[src/rtl/jtopl_wr_seq_if.sv]
// Bus bundle for the OPL write sequencer: CPU write port in, register-file replay and globals out.
// Latency: none (wiring only).
// Backpressure: none here; the sequencer signals it through busy/drop.
interface jtopl_wr_seq_if;
    // CPU side
    logic       cs_n;
    logic       wr_n;
    logic       addr;
    logic [7:0] cpu_din;
    // Status
    logic       busy;
    logic       drop;
    // Register-file replay
    logic [7:0] din;
    logic       write;
    logic [1:0] sel_group;
    logic [2:0] sel_sub;
    logic       up_mult;
    logic       up_ksl_tl;
    logic       up_ar_dr;
    logic       up_sl_rr;
    logic       up_wav;
    logic       up_fnumlo;
    logic       up_fnumhi;
    logic       up_fbcon;
    // Global register fields
    logic       rhy_en;
    logic [4:0] rhy_kon;
    logic       am_dep;
    logic       vib_dep;
    logic       wave_mode;

    // Sequencer side
    modport slave (
        input  cs_n, wr_n, addr, cpu_din,
        output busy, drop, din, write, sel_group, sel_sub,
        output up_mult, up_ksl_tl, up_ar_dr, up_sl_rr, up_wav,
        output up_fnumlo, up_fnumhi, up_fbcon,
        output rhy_en, rhy_kon, am_dep, vib_dep, wave_mode
    );

    // Host / register-file side
    modport master (
        output cs_n, wr_n, addr, cpu_din,
        input  busy, drop, din, write, sel_group, sel_sub,
        input  up_mult, up_ksl_tl, up_ar_dr, up_sl_rr, up_wav,
        input  up_fnumlo, up_fnumhi, up_fbcon,
        input  rhy_en, rhy_kon, am_dep, vib_dep, wave_mode
    );
endinterface

[src/rtl/jtopl_wr_seq.sv]
// OPL host write sequencer: queues CPU register writes and replays each for a full 18-slot rotation.
// Latency: data accept at T -> LOAD (write=1) at T+2 -> HOLD for 18 cen -> strobe falls the clk after.
// Backpressure: JTOPL_WRQ_EN gives a 2**QAW entry queue; otherwise a single holding register. Overflow -> drop.
module jtopl_wr_seq #(
    parameter int QAW = 2
) (
    input  logic          clk,
    input  logic          rst_n,
    input  logic          cen,
    jtopl_wr_seq_if.slave bus
);

    typedef enum logic [1:0] {
        ST_IDLE = 2'd0,
        ST_LOAD = 2'd1,
        ST_HOLD = 2'd2
    } state_t;

    // Decoded target of a register address; up is one-hot (bit0 mult .. bit7 fbcon) or zero.
    typedef struct packed {
        logic [7:0] up;
        logic [1:0] grp;
        logic [2:0] sub;
    } dec_t;

    localparam logic [4:0] HOLD_LAST = 5'd17;
    localparam logic [7:0] REG_RHY   = 8'hBD;
    localparam logic [7:0] REG_TEST  = 8'h01;

    // Map a register address onto its update strobe and group/subslot target.
    function automatic dec_t decode(input logic [7:0] r);
        dec_t d;
        d = '0;
        // Operator ranges: offset valid only for subslot 0..5 in groups 0..2
        if (r[2:0] < 3'd6 && r[4:3] != 2'b11) begin
            case (r[7:5])
                3'd1:    d.up = 8'h01;
                3'd2:    d.up = 8'h02;
                3'd3:    d.up = 8'h04;
                3'd4:    d.up = 8'h08;
                3'd7:    d.up = 8'h10;
                default: d.up = 8'h00;
            endcase
            if (d.up != 8'h00) begin
                d.grp = r[4:3];
                d.sub = r[2:0];
            end
        end
        // Channel ranges: channel 0..8 folds to group c/3, subslot c%3
        if (r[3:0] < 4'd9 && (r[7:4] == 4'hA || r[7:4] == 4'hB || r[7:4] == 4'hC)) begin
            case (r[7:4])
                4'hA:    d.up = 8'h20;
                4'hB:    d.up = 8'h40;
                default: d.up = 8'h80;
            endcase
            case (r[3:0])
                4'd0:    begin d.grp = 2'd0; d.sub = 3'd0; end
                4'd1:    begin d.grp = 2'd0; d.sub = 3'd1; end
                4'd2:    begin d.grp = 2'd0; d.sub = 3'd2; end
                4'd3:    begin d.grp = 2'd1; d.sub = 3'd0; end
                4'd4:    begin d.grp = 2'd1; d.sub = 3'd1; end
                4'd5:    begin d.grp = 2'd1; d.sub = 3'd2; end
                4'd6:    begin d.grp = 2'd2; d.sub = 3'd0; end
                4'd7:    begin d.grp = 2'd2; d.sub = 3'd1; end
                default: begin d.grp = 2'd2; d.sub = 3'd2; end
            endcase
        end
        return d;
    endfunction

    // Sequencer state
    state_t      state_q, state_d;
    logic [4:0]  hcnt_q, hcnt_d;
    logic [7:0]  ent_addr_q, ent_addr_d;
    logic [7:0]  selreg_q;
    logic        wr_n_q;

    // Registered outputs
    logic [7:0]  din_q, din_d;
    logic        write_q, write_d;
    logic [1:0]  grp_q, grp_d;
    logic [2:0]  sub_q, sub_d;
    logic [7:0]  up_q, up_d;
    logic        rhy_en_q, rhy_en_d;
    logic [4:0]  rhy_kon_q, rhy_kon_d;
    logic        am_dep_q, am_dep_d;
    logic        vib_dep_q, vib_dep_d;
    logic        wave_mode_q, wave_mode_d;
    logic        busy_q, busy_d;
    logic        drop_q, drop_d;

    // Bus accept: falling edge of wr_n qualified by chip select
    logic        accept;
    logic        push;
    logic        pop;
    logic        push_ok;
    logic [15:0] head;
    logic        pend_d;
    dec_t        dec;

    assign accept = !bus.cs_n && !bus.wr_n && wr_n_q;
    assign push   = accept && bus.addr;

    // Write-strobe history and address-port latch
    always_ff @(posedge clk or negedge rst_n) begin
        if (!rst_n) begin
            wr_n_q   <= 1'b1;
            selreg_q <= 8'h00;
        end else begin
            wr_n_q <= bus.wr_n;
            if (accept && !bus.addr) begin
                selreg_q <= bus.cpu_din;
            end
        end
    end

`ifdef JTOPL_WRQ_EN
    localparam int DEPTH = 1 << QAW;

    logic [15:0]  mem_q [DEPTH];
    logic [QAW:0] wptr_q, rptr_q, wptr_d, rptr_d;
    logic         q_empty, q_full;

    assign q_empty = (wptr_q == rptr_q);
    assign q_full  = (wptr_q[QAW] != rptr_q[QAW]) && (wptr_q[QAW-1:0] == rptr_q[QAW-1:0]);
    assign pop     = (state_q == ST_IDLE) && !q_empty;
    // A pop in the same clk frees a slot, so a push onto a full queue still lands
    assign push_ok = push && (!q_full || pop);
    assign head    = mem_q[rptr_q[QAW-1:0]];
    assign wptr_d  = wptr_q + {{QAW{1'b0}}, push_ok};
    assign rptr_d  = rptr_q + {{QAW{1'b0}}, pop};
    assign pend_d  = (wptr_d != rptr_d);

    // Queue pointers
    always_ff @(posedge clk or negedge rst_n) begin
        if (!rst_n) begin
            wptr_q <= '0;
            rptr_q <= '0;
        end else begin
            wptr_q <= wptr_d;
            rptr_q <= rptr_d;
        end
    end

    // Queue storage; only slots between the pointers are ever read, so no reset
    always_ff @(posedge clk) begin
        if (push_ok) begin
            mem_q[wptr_q[QAW-1:0]] <= {selreg_q, bus.cpu_din};
        end
    end
`else
    logic         hold_vld_q, hold_vld_d;
    logic [15:0]  hold_q;
    logic [QAW:0] unused_qaw;

    // Keeps the depth parameter referenced in the single-entry build
    assign unused_qaw = '0;
    assign pop        = (state_q == ST_IDLE) && hold_vld_q;
    assign push_ok    = push && !busy_q;
    assign head       = hold_q;
    assign hold_vld_d = push_ok || (hold_vld_q && !pop);
    assign pend_d     = hold_vld_d;

    // Single holding register
    always_ff @(posedge clk or negedge rst_n) begin
        if (!rst_n) begin
            hold_vld_q <= 1'b0;
            hold_q     <= 16'h0000;
        end else begin
            hold_vld_q <= hold_vld_d;
            if (push_ok) begin
                hold_q <= {selreg_q, bus.cpu_din};
            end
        end
    end
`endif

    assign dec = decode(head[15:8]);

    // Next state, replay outputs, global fields and status
    always_comb begin
        state_d     = state_q;
        hcnt_d      = hcnt_q;
        ent_addr_d  = ent_addr_q;
        din_d       = din_q;
        write_d     = 1'b0;
        grp_d       = grp_q;
        sub_d       = sub_q;
        up_d        = up_q;
        rhy_en_d    = rhy_en_q;
        rhy_kon_d   = rhy_kon_q;
        am_dep_d    = am_dep_q;
        vib_dep_d   = vib_dep_q;
        wave_mode_d = wave_mode_q;
        drop_d      = push && !push_ok;

        case (state_q)
            ST_IDLE: begin
                up_d = 8'h00;
                if (pop) begin
                    ent_addr_d = head[15:8];
                    din_d      = head[7:0];
                    write_d    = 1'b1;
                    up_d       = dec.up;
                    if (dec.up != 8'h00) begin
                        grp_d = dec.grp;
                        sub_d = dec.sub;
                    end
                    state_d = ST_LOAD;
                end
            end
            ST_LOAD: begin
                if (up_q == 8'h00) begin
                    // Global or ignored address: one clk only, no rotation needed
                    if (ent_addr_q == REG_RHY) begin
                        am_dep_d  = din_q[7];
                        vib_dep_d = din_q[6];
                        rhy_en_d  = din_q[5];
                        rhy_kon_d = din_q[4:0];
                    end
                    if (ent_addr_q == REG_TEST) begin
                        wave_mode_d = din_q[5];
                    end
                    state_d = ST_IDLE;
                end else begin
                    hcnt_d  = 5'd0;
                    state_d = ST_HOLD;
                end
            end
            ST_HOLD: begin
                if (cen) begin
                    hcnt_d = hcnt_q + 5'd1;
                    if (hcnt_q == HOLD_LAST) begin
                        up_d    = 8'h00;
                        state_d = ST_IDLE;
                    end
                end
            end
            default: begin
                up_d    = 8'h00;
                state_d = ST_IDLE;
            end
        endcase

        busy_d = (state_d != ST_IDLE) || pend_d;
    end

    // State and output registers
    always_ff @(posedge clk or negedge rst_n) begin
        if (!rst_n) begin
            state_q     <= ST_IDLE;
            hcnt_q      <= 5'd0;
            ent_addr_q  <= 8'h00;
            din_q       <= 8'h00;
            write_q     <= 1'b0;
            grp_q       <= 2'd0;
            sub_q       <= 3'd0;
            up_q        <= 8'h00;
            rhy_en_q    <= 1'b0;
            rhy_kon_q   <= 5'd0;
            am_dep_q    <= 1'b0;
            vib_dep_q   <= 1'b0;
            wave_mode_q <= 1'b0;
            busy_q      <= 1'b0;
            drop_q      <= 1'b0;
        end else begin
            state_q     <= state_d;
            hcnt_q      <= hcnt_d;
            ent_addr_q  <= ent_addr_d;
            din_q       <= din_d;
            write_q     <= write_d;
            grp_q       <= grp_d;
            sub_q       <= sub_d;
            up_q        <= up_d;
            rhy_en_q    <= rhy_en_d;
            rhy_kon_q   <= rhy_kon_d;
            am_dep_q    <= am_dep_d;
            vib_dep_q   <= vib_dep_d;
            wave_mode_q <= wave_mode_d;
            busy_q      <= busy_d;
            drop_q      <= drop_d;
        end
    end

    assign bus.busy      = busy_q;
    assign bus.drop      = drop_q;
    assign bus.din       = din_q;
    assign bus.write     = write_q;
    assign bus.sel_group = grp_q;
    assign bus.sel_sub   = sub_q;
    assign bus.up_mult   = up_q[0];
    assign bus.up_ksl_tl = up_q[1];
    assign bus.up_ar_dr  = up_q[2];
    assign bus.up_sl_rr  = up_q[3];
    assign bus.up_wav    = up_q[4];
    assign bus.up_fnumlo = up_q[5];
    assign bus.up_fnumhi = up_q[6];
    assign bus.up_fbcon  = up_q[7];
    assign bus.rhy_en    = rhy_en_q;
    assign bus.rhy_kon   = rhy_kon_q;
    assign bus.am_dep    = am_dep_q;
    assign bus.vib_dep   = vib_dep_q;
    assign bus.wave_mode = wave_mode_q;

endmodule

[src/flat_wrapper.sv]
// flat-port wrapper written by rule: the top's interface ports become plain ports
module jtopl_wr_seq_flat 
#(
    parameter int QAW = 2
)
  (clk, rst_n, cen, bus_cs_n, bus_wr_n, bus_addr, bus_cpu_din, bus_busy, bus_drop, bus_din, bus_write, bus_sel_group, bus_sel_sub, bus_up_mult, bus_up_ksl_tl, bus_up_ar_dr, bus_up_sl_rr, bus_up_wav, bus_up_fnumlo, bus_up_fnumhi, bus_up_fbcon, bus_rhy_en, bus_rhy_kon, bus_am_dep, bus_vib_dep, bus_wave_mode);
  jtopl_wr_seq_if bus_i ();
  input  logic clk;
  input  logic rst_n;
  input  logic cen;
  input wire logic [$bits(bus_i.cs_n)-1:0] bus_cs_n;
  input wire logic [$bits(bus_i.wr_n)-1:0] bus_wr_n;
  input wire logic [$bits(bus_i.addr)-1:0] bus_addr;
  input wire logic [$bits(bus_i.cpu_din)-1:0] bus_cpu_din;
  output wire logic [$bits(bus_i.busy)-1:0] bus_busy;
  output wire logic [$bits(bus_i.drop)-1:0] bus_drop;
  output wire logic [$bits(bus_i.din)-1:0] bus_din;
  output wire logic [$bits(bus_i.write)-1:0] bus_write;
  output wire logic [$bits(bus_i.sel_group)-1:0] bus_sel_group;
  output wire logic [$bits(bus_i.sel_sub)-1:0] bus_sel_sub;
  output wire logic [$bits(bus_i.up_mult)-1:0] bus_up_mult;
  output wire logic [$bits(bus_i.up_ksl_tl)-1:0] bus_up_ksl_tl;
  output wire logic [$bits(bus_i.up_ar_dr)-1:0] bus_up_ar_dr;
  output wire logic [$bits(bus_i.up_sl_rr)-1:0] bus_up_sl_rr;
  output wire logic [$bits(bus_i.up_wav)-1:0] bus_up_wav;
  output wire logic [$bits(bus_i.up_fnumlo)-1:0] bus_up_fnumlo;
  output wire logic [$bits(bus_i.up_fnumhi)-1:0] bus_up_fnumhi;
  output wire logic [$bits(bus_i.up_fbcon)-1:0] bus_up_fbcon;
  output wire logic [$bits(bus_i.rhy_en)-1:0] bus_rhy_en;
  output wire logic [$bits(bus_i.rhy_kon)-1:0] bus_rhy_kon;
  output wire logic [$bits(bus_i.am_dep)-1:0] bus_am_dep;
  output wire logic [$bits(bus_i.vib_dep)-1:0] bus_vib_dep;
  output wire logic [$bits(bus_i.wave_mode)-1:0] bus_wave_mode;
  assign bus_i.cs_n = bus_cs_n;
  assign bus_i.wr_n = bus_wr_n;
  assign bus_i.addr = bus_addr;
  assign bus_i.cpu_din = bus_cpu_din;
  assign bus_busy = bus_i.busy;
  assign bus_drop = bus_i.drop;
  assign bus_din = bus_i.din;
  assign bus_write = bus_i.write;
  assign bus_sel_group = bus_i.sel_group;
  assign bus_sel_sub = bus_i.sel_sub;
  assign bus_up_mult = bus_i.up_mult;
  assign bus_up_ksl_tl = bus_i.up_ksl_tl;
  assign bus_up_ar_dr = bus_i.up_ar_dr;
  assign bus_up_sl_rr = bus_i.up_sl_rr;
  assign bus_up_wav = bus_i.up_wav;
  assign bus_up_fnumlo = bus_i.up_fnumlo;
  assign bus_up_fnumhi = bus_i.up_fnumhi;
  assign bus_up_fbcon = bus_i.up_fbcon;
  assign bus_rhy_en = bus_i.rhy_en;
  assign bus_rhy_kon = bus_i.rhy_kon;
  assign bus_am_dep = bus_i.am_dep;
  assign bus_vib_dep = bus_i.vib_dep;
  assign bus_wave_mode = bus_i.wave_mode;
  jtopl_wr_seq #(.QAW(QAW)) u_core (.clk(clk), .rst_n(rst_n), .cen(cen), .bus(bus_i));
endmodule
[config.mk]
export PLATFORM = sky130hd
export DESIGN_NAME = jtopl_wr_seq_flat
export DESIGN_NICKNAME = d
export VERILOG_FILES = /design/src/rtl/jtopl_wr_seq_if.sv /design/src/rtl/jtopl_wr_seq.sv /design/src/flat_wrapper.sv
export SDC_FILE = /design/constraint.sdc
export NUM_CORES = 1
export LEC_CHECK = 0
export ABC_AREA = 1
export CORE_MARGIN = 2
export CORE_UTILIZATION = 55
export DETAILED_ROUTE_END_ITERATION = 8
export PLACE_DENSITY = 0.8
export SYNTH_ARGS = -nofsm -noshare
export SYNTH_HDL_FRONTEND = slang
export SYNTH_SLANG_ARGS = --single-unit
[constraint.sdc]
create_clock -name clk -period 4.1 [get_ports clk]
set_input_delay 0.82 -clock clk [delete_from_list [all_inputs] [get_ports clk]]
set_output_delay 0.82 -clock clk [all_outputs]
set_load 0.03 [all_outputs]
==> results, run 1 <==
- The flow ran to the end, and the final reports show no timing, DRC or antenna violations.
- The critical path's top delay family is buffers and inverters.
- The first global-routing pass estimated 11100 microns of wire.
- The number of buffers inserted by hold repair at cts is 0.
- The critical path goes through clkdlybuf4s50_1.
- The number of buffer and inverter instances along the worst setup path is 1.
- The number of max-slew violations in the final report is 0.
- The logic depth of the worst register-to-register path is 5.
- Of the total power, the share spent switching nets is 0.403.
- The standard cell core area is 5610 sq um.
- After detailed routing, the number of remaining DRC violations is 0.
- The worst hold path was traced through 2 stages.
- At the pin with the least slew margin, the transition time is approximately 0.90 ns.
- The clock latency of the later-clocked register in the worst-skew pair is 0.35 ns.
- Adding up every negative setup slack in the final design gives 0 ns.
- After legalization and detailed placement, the total HPWL measured 4630 microns.
- The layout-stage area growth over the synthesis result is 22.1%.
- Routability-driven placement finished with a final weighted congestion of 0.842.
- The register-to-register setup slack is 2.26 ns.
- Setup repair after global routing left no endpoint under its margin.
- The wire length per cell is 13.1 microns.
- The normalized max-slew margin is 0.400.
- Once placement finished, the instance area stood at 3760 sq um.
- The total I/O pin count is 47.
- The most frequent standard cell in the layout excluding fill and tap cells is sky130_fd_sc_hd__nand2_1.
- Of the total power, combinational logic draws 0.356.
- The net switching component of the power is 1.06 mW.
- No sink is reached through more buffers than the 2 on the longest clock path.
- Clock-pin slew was measured on the worst setup and hold paths at 0.08 ns.
- The final standard cell area without fillers is 3970 sq um.
- The cell area after technology mapping is 3250 sq um.
- Dividing the detail-routed via count by the number of cells gives ~5.2.
- In the final layout, the share of cells above drive strength 1 is 0.112.
- The pin count of the biggest net entering global routing is between 40 and 50.
- The power per cell area is 666 nW/um^2.
- In this design, the stage delay of the slowest critical-path cell is 0.68 ns.
- TritonCTS built the clock tree.
- The total wirelength of the detailed-routed design is approximately 6400 microns.
- The reported leakage power is roughly 1.9 nW.
- The global-route usage over all layers is 0.223.
- The share of total power in the clock network is 0.218.
- Derived from the worst setup path, the maximum achievable clock frequency is 448 MHz.
- STA classifies the critical path endpoint as an output port.
- The routed design could run at a clock period as short as between 2 and 2.5 ns.
- The post-route antenna net violation count is 0.
- The tightest min-delay check is of the flop to flop type.
- By startpoint and endpoint, the worst setup path is classified as flop to output port.
- The number of gates given a new drive strength after cts is 0.
- The worst register-to-register path begins at u_core.state_q[0].
- The count of standard-cell rows is 27.
- Across the run, the number of max-cap violations was 0.
- The final hold violation count is 0.
- The die is 80.9 microns tall.
- Each instance of the synthesized netlist takes up on average 8.88 sq um.
- The worst-case hold path end point is u_core.bus.sel_sub[1].
- The number of nets handed over by synthesis was 386.
- At the worst endpoint, the required time is 3.28 ns.
- The post-synthesis sequential area ratio is 0.570.
- In this run the horizontal extent of the chip is 80.9 microns.
- The final clock skew is 0.00499 ns.
- 0 antenna diodes ended up in the layout.
- Buffers inserted during clock tree synthesis total 9.
- The worst supply voltage drop on vdd is 0.000351 V.
- The total of flip-flops plus latches after synthesis is 74.
- The post-synthesis instance total is 366.
- The fraction of power consumed by sequential logic is 0.426.
- The root buffer cell is sky130_fd_sc_hd__clkbuf_8.
- The count of warnings emitted by yosys is 0.
- The total vias in the final route is 2577.
- The sink count of the clock tree is 74.
- The critical register-to-register path endpoint is u_core.up_q[6].
- At the worst endpoint, the arrival time is between 1 and 1.5 ns.
- Global routing finished with a remaining overflow of 0.
- The count of input and output buffers is between 40 and 50.
- The number of violations reported at the end of detailed-routing iteration 0 is between 150 and 200.
- The core utilization of the finished layout is 0.708.
- The slowest stage cell on the critical path is sky130_fd_sc_hd__clkdlybuf4s50_1.
- The floorplan step defined a die boundary enclosing 6540 sq um.
- The startpoint type of the worst setup path is a flop.
- The final period utilization is 0.545.
- The initial antenna violation count is 0.
- The worst hold path begins at u_core.bus.sel_sub[1].
- The net count of the finished layout is 435.
- In the layout the commonest cells are sky130_fd_sc_hd__nand2_1 (101), sky130_fd_sc_hd__dfrtp_1 (73), sky130_fd_sc_hd__clkdlybuf4s50_1 (45), sky130_fd_sc_hd__o21ai_0 (38), sky130_fd_sc_hd__inv_1 (32).
- The largest fanout of any net on the critical path is 3.
- The final-report setup violation count is 0.
- The post-CTS setup buffer count is 0.
- The number of different library cells used by synthesis comes to 32.
- The internal power of the cells totals 1.58 mW.
- CTS built an H-tree with a depth of 3.
- Before antenna repair, the detailed router went through 4 iterations.
- The number of global-route vias before repair is 2544.
- The starting density of the core is 0.580.
[per-stage QoR]
| stage | hold slack [ns] | power (mW) | cells | setup slack, ns |
|---|---|---|---|---|
| finish | 0.471 | 2.64 | 492 | 1.87 |
| global route | 0.497 | 2.82 | 492 | 1.82 |
| CTS | 0.477 | 2.65 | 492 | 1.86 |
| detailed placement | 0.460 | 2.07 | 476 | 1.81 |
| global placement | 0.458 | 2.03 | 476 | 1.85 |
| floorplan | 0.449 | 1.76 | 366 | 2.42 |
[tightest hold or removal path, delay by kind of cell, from the launching register on]
| family | cells | cell delay (ns) |
|---|---|---|
| DFF | 1 | 0.34 |
| and+or+nand+nor | 2 | 0.10 |
[per-layer routing]
layer  GRT usage  wire length, microns  up-vias
met5           0                     0        -
met3      0.0367                   215       12
met4       0.115                   145        0
met1       0.283                  2900     1234
met2       0.369                  3170       56
li1            -                     -     1275
[logic make-up (layout without fill, tap and decap cells)]
| group | count (synthesis) | in the layout | share of synthesized area |
|---|---|---|---|
| AND/OR/NAND/NOR | 173 | 173 | 0.230 |
| adder cells (fa/ha/maj) | 6 | 6 | 0.0231 |
| XOR/XNOR | 1 | 1 | 0.00269 |
| buffers and inverters | 48 | 102 | 0.0600 |
| multiplexers | 1 | 1 | 0.00346 |
| AO/OA/AOI/OAI | 63 | 63 | 0.111 |
| flip-flops | 74 | 74 | 0.570 |
[layout make-up]
class / count / area (sq um)
Sequential cell: 74 / 1850
Clock buffer: 10 / 138
Fill cell: 446 / 1640
Timing Repair Buffer: 49 / 478
Tap cell: 72 / 90.1
Multi-Input combinational cell: 244 / 1200
Inverter: 37 / 141
Clock inverter: 6 / 66.3
[sequential cells by signal, indices dropped and copies added, names as in the netlist, 2 cells and up]
| signal | count |
|---|---|
| u_core.head | 16 |
| u_core.bus.sel_sub | 3 |
| u_core.ent_addr_q | 8 |
| u_core.bus.rhy_kon | 5 |
| u_core.selreg_q | 8 |
| u_core.bus.sel_group | 2 |
| u_core.bus.din | 8 |
| u_core.state_q | 2 |
| u_core.up_q | 8 |
| u_core.hcnt_q | 5 |
[worst max path at each step]
stage                       to  cells after the start           start
6_report           bus_up_mult                      1  u_core.up_q[0]
5_1_grt          bus_up_fnumhi                      1  u_core.up_q[6]
4_1_cts            bus_up_mult                      1  u_core.up_q[0]
3_5_place_dp   u_core.head[12]                      5        bus_wr_n
3_3_place_gp   u_core.head[12]                      5        bus_wr_n
2_1_floorplan  u_core.head[11]                      5        bus_wr_n
[synthesized netlist by cell type (all sizes together)]
master / instances / area, sq um
or2: 1 / 6.26
inv: 37 / 141
nand3: 26 / 140
nor3b: 1 / 12.5
o22ai: 1 / 6.26
and3b: 1 / 8.76
a22o: 1 / 8.76
nor2: 29 / 111
ha: 6 / 75.1
a21oi: 9 / 48.8
dfstp: 1 / 26.3
nand3b: 1 / 7.51
buf: 6 / 35.0
o21ai: 51 / 289
xor2: 1 / 8.76
clkbuf: 5 / 18.8
nand2: 106 / 415
mux2: 1 / 11.3
nand4: 4 / 25.0
o31ai: 1 / 7.51
nor3: 4 / 20.0
dfrtp: 73 / 1830
[power by group through the flow]
stage / Combinational, mW / Sequential (mW) / Clock, mW
6_report: 0.941 / 1.13 / 0.575
5_1_grt: 1.06 / 1.15 / 0.612
2_1_floorplan: 0.561 / 1.20 / 0
4_1_cts: 0.944 / 1.12 / 0.580
3_3_place_gp: 0.903 / 1.13 / 0
3_5_place_dp: 0.935 / 1.14 / 0
(Power assumes the default switching activity.)
==> inputs of run 2 (changes only) <==
Settings changed: CORE_UTILIZATION 55 to 49, PLACE_DENSITY 0.8 to 0.75.
Clock period 4.1 ns to 2 ns, I/O delays scaled along.
==> run 2 against run 1 <==
  * First-iteration DRC count fell by 17%
  * Wire length is 0.50% lower
  * Clock-buffer cell count down 1
  * Clock power up 150%
  * Critical path depth unchanged
  * Worst hold slack got worse by 0.071 ns
  * Final area up 2.0%
==> results, run 2 (same netlist as run 1, synthesis figures left out) <==
- The global-route usage over all layers is 0.199 (-0.0237).
- The number of buffer and inverter instances along the worst setup path is 1 (unchanged).
- The endpoint kind of the worst setup timing path is an output port.
- The number of max-slew violations in the final report was 0 (unchanged).
- The clock latency of the later-clocked register in the worst-skew pair is 0.35 ns (about the same).
- The share of total power in combinational logic is 0.340 (-0.016).
- The share of total power consumed by net switching is 0.387 (-0.0163).
- The depth of the CTS H-tree came to 3 (unchanged).
- The area enclosed by the die boundary came to 7300 sq um (+12%).
- The number of max-cap violations was 0 (unchanged).
- The first-pass GRT wire length is 11600 microns (+4.3%).
- The pin count of the biggest net entering global routing came to 40 (-7.0%).
- The logic depth of the worst register-to-register path is 9 (+4).
- The sink count of the clock tree is 74 (unchanged).
- The via count normalized by instance count is 5.14 (-1.9%).
- The layout-stage area growth over the synthesis result is 24.6%.
- The count of unresolved DRC violations after routing is 0 (unchanged).
- The top cell types in the final layout, fill and taps aside, are sky130_fd_sc_hd__nand2_1 (101), sky130_fd_sc_hd__dfrtp_1 (73), sky130_fd_sc_hd__clkdlybuf4s50_1 (45), sky130_fd_sc_hd__o21ai_0 (38), sky130_fd_sc_hd__inv_1 (32).
- Leaving out fill and tap cells, the most frequent cell in the layout is sky130_fd_sc_hd__nand2_1.
- The largest fanout of any net on the critical path is 3 (unchanged).
- The final clock skew is 0.00952 ns (+0.00453 ns).
- The fraction of power consumed by sequential logic is 0.408 (-0.018).
- The height of the die is 85.5 microns (+5.7%).
- The number of violations reported at the end of detailed-routing iteration 0 is 133 (-17%).
- The internal cell power is 3.47 mW (+120%).
- The summed negative setup slack over all endpoints was 0 ns (unchanged).
- The standard cell core area came to 6390 sq um (+14%).
- The endpoint identified for the worst register-to-register timing path is u_core.bus.sel_group[0].
- The worst supply voltage drop on vdd was 0.000670 V (+91%).
- The number of flip-flops under the largest register name is 16 (unchanged).
- The clock transition at the registers of the reported paths is 0.08 ns (about the same).
- The total I/O pin count is 47 (unchanged).
- The final-report setup violation count is 0 (unchanged).
- The startpoint of the most critical register-to-register path is u_core.head[8].
- The post-placement cell count is 482 (+1.3%).
- The worst path arrival time is 1.41 ns (about the same).
- The kind of cell with the highest combined delay along the critical path is buffers and inverters.
- Setup repair after global routing left no endpoint under its margin.
- The net switching component of the power is 2.19 mW (+110%).
- The share of total power in the clock network is 0.252 (+0.034).
- The chip width was 85.5 microns (+5.7%).
- The fraction of final layout cells with drive strength greater than 1 was 0.114 (+0.00184).
- The number of iterations in the first detailed-routing pass is 5 (+1).
- The normalized max-slew margin came to 0.681 (+0.281).
- The count of nets after finishing was 437 (+0.46%).
- The weighted congestion at the end of routability-driven global placement is 0.831 (-1.3%).
- The deepest clock path buffer count is 2 (unchanged).
- The starting density of the core is 0.509 (-0.0706).
- The count of input and output buffers was 46 (unchanged).
- The achievable clock frequency is 552 MHz.
- The time the worst path needs with I/O delays and setup is between 1.5 and 2 ns.
- The post-CTS setup buffer count is 0 (unchanged).
- The count of standard-cell rows is 29 (+7.4%).
- The root buffer cell is sky130_fd_sc_hd__clkbuf_8.
- The final standard cell area without fillers is 4050 sq um (+2.0%).
- The register-to-register setup slack came to 0.39 ns (-1.87 ns).
- The reported leakage power came to 1.98 nW (+2.0%).
- In the finished design, the share of the clock period the worst path needs comes to 0.905.
- The number of diodes was 0 (unchanged).
- The run finished with clean final reports.
- The critical path goes through clkdlybuf4s50_1.
- The startpoint type of the worst setup path is a flop.
- The total vias in the final route is 2565 (-0.47%).
- The final instance count without filler cells came to 499 (+1.4%).
- The initial antenna violation count is 0 (unchanged).
- The placed wire-length estimate after detailed placement came to 4470 microns (-3.5%).
- The maximum cell stage delay along the critical path is 0.68 ns (about the same).
- The number of global-route vias before repair came to 2565 (+0.83%).
- The path class of the tightest hold or removal check is input pin to async pin.
- The post-route antenna net violation count is 0 (unchanged).
- The slowest stage of the critical path is the sky130_fd_sc_hd__clkdlybuf4s50_1 cell.
- The power consumption was 5.66 mW (+110%).
- The slew at the pin with the worst max-slew slack is 0.478 ns (-0.422 ns).
- The leftover overflow at the end of global routing is 0 (unchanged).
- The total wirelength of the detailed-routed design was 6410 microns (-0.50%).
- The post-placement cell area is 3790 sq um (+0.70%).
- The minimum hold slack was 0.401 ns (-0.0710 ns).
- The power per cell area is 1400 nW/um^2 (+110%).
- The wire length per cell is 12.8 microns (-1.9%).
- The required arrival time at the worst endpoint is 1.60 ns (-1.68 ns).
- The number of clock buffers inserted by TritonCTS is 9 (unchanged).
- The worst setup path is of the flop to output port kind.
- The TritonCTS clock tree is done.
- The final hold violation count is 0 (unchanged).
[run 2: cell count changes in the layout (fill, tap and decap cells not counted)]
cell	change
sky130_fd_sc_hd__bufinv_16	+2
sky130_fd_sc_hd__clkinvlp_4	-2
sky130_fd_sc_hd__inv_6	+2
sky130_fd_sc_hd__buf_12	+1
sky130_fd_sc_hd__clkbuf_8	-1
sky130_fd_sc_hd__clkinv_2	-1
sky130_fd_sc_hd__dlygate4sd3_1	+1
[run 2: worst max-delay path by stage]
stage	from	to	slack (ns)	cells past startpoint
finish	u_core.up_q[6]	bus_up_fnumhi	0.19	1
global route	u_core.up_q[7]	bus_up_fbcon	0.14	1
CTS	u_core.bus.wave_mode	bus_wave_mode	0.18	1
detailed placement	bus_wr_n	u_core.head[13]	0.14	6
global placement	bus_wr_n	u_core.head[15]	0.21	6
floorplan	u_core.up_q[7]	u_core.bus.rhy_kon[2]	0.56	7
[run 2: final cells by class]
cell class	instances	area, sq um
Sequential cell	74	1850
Timing Repair Buffer	51	508
Tap cell	77	96.3
Fill cell	537	2340
Clock inverter	7	124
Multi-Input combinational cell	244	1200
Clock buffer	9	124
Inverter	37	141
[run 2: timing repair]
action	in CTS	in global routing
setup endpoints to repair	0	0
resized for setup	0	0
endpoints found under the hold margin	2	0
hold buffers	1	0
[run 2: per-layer routing]
metal  global-route usage  wire (microns)  up-vias
li1                     -               -     1286
met1                0.261            2960     1222
met2                0.327            3110       44
met3               0.0340             198       13
met4               0.0851             138        0
met5                    0               0        -
[run 2: power by group through the flow]
stage          registers (mW)  logic (mW)  clock network (mW)
6_report                 2.31        1.92                1.42
3_5_place_dp             2.33        1.91                   0
5_1_grt                  2.37        2.18                1.52
4_1_cts                  2.31        1.94                1.45
3_3_place_gp             2.32        1.85                   0
2_1_floorplan            2.47        1.15                   0
[run 2: metrics by stage]
step,utilization,setup WS [ns]
finish,0.634,0.190
global route,0.634,0.144
CTS,0.634,0.179
detailed placement,0.594,0.145
global placement,0.594,0.208
floorplan,-,0.563
==> inputs of run 3 (changes only) <==
Settings changed: CAP_MARGIN set to 20, CORE_UTILIZATION 49 to 55, GPL_ROUTABILITY_DRIVEN set to 0, PLACE_DENSITY 0.75 to 0.8.
Clock period 2 ns to 2.1 ns, I/O delays scaled along.
==> run 3 against run 2 <==
  * First-iteration DRC count decreased by 2.3%
  * Sequential power is 5% lower
  * Final area down 1.2%
  * Flip-flop and latch count unchanged
  * Total power is 9.0% lower
==> results, run 3 (same netlist as run 1, synthesis figures left out) <==
- The number of buffer and inverter instances along the worst setup path came to 1 (unchanged).
- The maximum cell stage delay along the critical path is 0.69 ns (about the same).
- The layout-stage area growth over the synthesis result is 23.1%.
- The area enclosed by the die boundary is 6540 sq um (-10%).
- The number of max-cap violations is 0 (unchanged).
- The count of unresolved DRC violations after routing is 0 (unchanged).
- The clock latency of the later-clocked register in the worst-skew pair is 0.34 ns (about the same).
- The summed negative setup slack over all endpoints came to 0 ns (unchanged).
- The final hold violation count came to 0 (unchanged).
- The via count normalized by instance count is 5.32 (+3.5%).
- The count of standard-cell rows is 27 (-6.9%).
- The time the worst path needs with I/O delays and setup is approximately 1.8 ns.
- The post-placement cell count is 478 (-0.83%).
- The tightest min-delay check is of the input pin to async pin type.
- Of the available clock period, the critical path in the final layout requires 0.868.
- The number of global-route vias before repair is 2617 (+2.0%).
- The number of gates given a new drive strength after cts is 0 (unchanged).
- The sink count of the clock tree is 74 (unchanged).
- Setup repair after global routing left no endpoint under its margin.
- The post-route antenna net violation count is 0 (unchanged).
- The root buffer cell chosen for the clock tree is sky130_fd_sc_hd__clkbuf_8.
- The largest fanout of any net on the critical path is 3 (unchanged).
- The leftover overflow at the end of global routing is 0 (unchanged).
- The deepest clock path buffer count is 2 (unchanged).
- The required arrival time at the worst endpoint is 1.68 ns (+0.08 ns).
- The final-report setup violation count is 0 (unchanged).
- The final instance count without filler cells was 494 (-1.0%).
- The initial antenna violation count is 0 (unchanged).
- The global-route usage over all layers was 0.234 (+0.0349).
- The count of nets after finishing is 437 (unchanged).
- The number of max-slew violations in the final report is 0 (unchanged).
- The count of input and output buffers came to 46 (unchanged).
- The standard cell core area is 5610 sq um (-12%).
- The achievable clock frequency is between 500 and 600 MHz.
- The first-pass GRT wire length was 11700 microns (+1.3%).
- The total vias in the final route is 2629 (+2.5%).
- The number of iterations in the first detailed-routing pass is 4 (-1).
- The top cell types in the final layout, fill and taps aside, are sky130_fd_sc_hd__nand2_1 (101), sky130_fd_sc_hd__dfrtp_1 (73), sky130_fd_sc_hd__clkdlybuf4s50_1 (45), sky130_fd_sc_hd__o21ai_0 (38), sky130_fd_sc_hd__inv_1 (32).
- The placed wire-length estimate after detailed placement is 4880 microns (+9.1%).
- The normalized max-slew margin came to 0.583 (-0.0975).
- The worst setup path is captured at an output port.
- The height of the die came to 80.9 microns (-5.4%).
- The signal on the critical path passes through clkdlybuf4s50_1.
- The starting density of the core is 0.580 (+0.0706).
- Leaving out fill and tap cells, the most frequent cell in the layout is sky130_fd_sc_hd__nand2_1.
- The number of clock buffers inserted by TritonCTS is 9 (unchanged).
- The fraction of final layout cells with drive strength greater than 1 is 0.111 (-0.00237).
- The total I/O pin count came to 47 (unchanged).
- The number of buffers inserted by hold repair at cts came to 0 (-1).
- The critical path in this run is classified as flop to output port.
- The number of violations reported at the end of detailed-routing iteration 0 came to 130 (-2.3%).
- The register-to-register setup slack came to 0.52 ns (+0.13 ns).
- The worst supply voltage drop on vdd came to 0.000641 V (-4.3%).
- The post-CTS setup buffer count is 0 (unchanged).
- The worst setup path is launched from a flop.
- The pin count of the biggest net entering global routing came to 28 (-30%).
- The number of flip-flops under the largest register name is 16 (unchanged).
- The critical path's top delay family is buffers and inverters.
- The flow ran to the end, and the final reports show no timing, DRC or antenna violations.
- The chip width is 80.9 microns (-5.4%).
- The TritonCTS clock tree is done.
- The total wirelength of the detailed-routed design came to 6750 microns (+5.4%).
- The power per cell area came to 1290 nW/um^2 (-7.9%).
- The wire length per cell came to 13.7 microns (+6.4%).
- The slew at the pin with the worst max-slew slack is 0.625 ns (+0.147 ns).
- The reported leakage power came to 1.96 nW (-0.97%).
- The worst path arrival time is 1.40 ns (about the same).
- The depth of the CTS H-tree is 3 (unchanged).
- The final clock skew is 0.00876 ns (-0.000759 ns).
- The slowest stage cell on the critical path is sky130_fd_sc_hd__clkdlybuf4s50_1.
- The number of diodes is 0 (unchanged).
- The clock transition at the registers of the reported paths came to 0.08 ns (about the same).
- The core utilization of the finished layout is 0.714 (+0.0795).
[run 3: cell type report]
cell class | instances | area (sq um)
Timing Repair Buffer | 51 | 518
Tap cell | 72 | 90.1
Multi-Input combinational cell | 244 | 1200
Clock inverter | 4 | 51.3
Fill cell | 443 | 1610
Clock buffer | 12 | 145
Inverter | 37 | 141
Sequential cell | 74 | 1850
[run 3: final timing paths]
| kind | cells after the start | startpoint | end |
|---|---|---|---|
| setup / recovery | 1 | u_core.up_q[7] | bus_up_fbcon |
| hold / removal | 1 | rst_n | u_core.bus.wave_mode |
| setup reg to reg | 9 | u_core.head[8] | u_core.bus.sel_sub[2] |
| hold reg to reg | 2 | u_core.bus.sel_group[0] | u_core.bus.sel_group[0] |
| max in group asynchronous | 2 | rst_n | u_core.wr_n_q |
| min in group clk | 2 | u_core.bus.sel_group[0] | u_core.bus.sel_group[0] |
[run 3: routing by layer]
metal,track usage,share of wire
met1,0.294,0.43
met3,0.0389,0.043
met4,0.112,0.013
met5,0,0
met2,0.394,0.51
[run 3: metrics by stage]
step / cell area [sq um] / total power [mW] / hold slack [ns] / setup WS [ns]
finish: 4000 / 5.15 / 0.0847 / 0.278
global route: 4000 / 5.52 / 0.122 / 0.216
CTS: 4000 / 5.18 / 0.0943 / 0.264
detailed placement: 3800 / 4.07 / 0.457 / 0.261
global placement: 3800 / 3.97 / 0.455 / 0.342
floorplan: 3250 / 3.45 / 0.124 / 0.663
[run 3: power breakdown]
group	switching [mW]	internal (mW)	total, mW	leakage [nW]
sequential	0.361	1.84	2.20	0.958
clock	0.505	0.583	1.09	0.0966
combinational	1.19	0.663	1.86	0.904
total	2.06	3.09	5.15	1.96
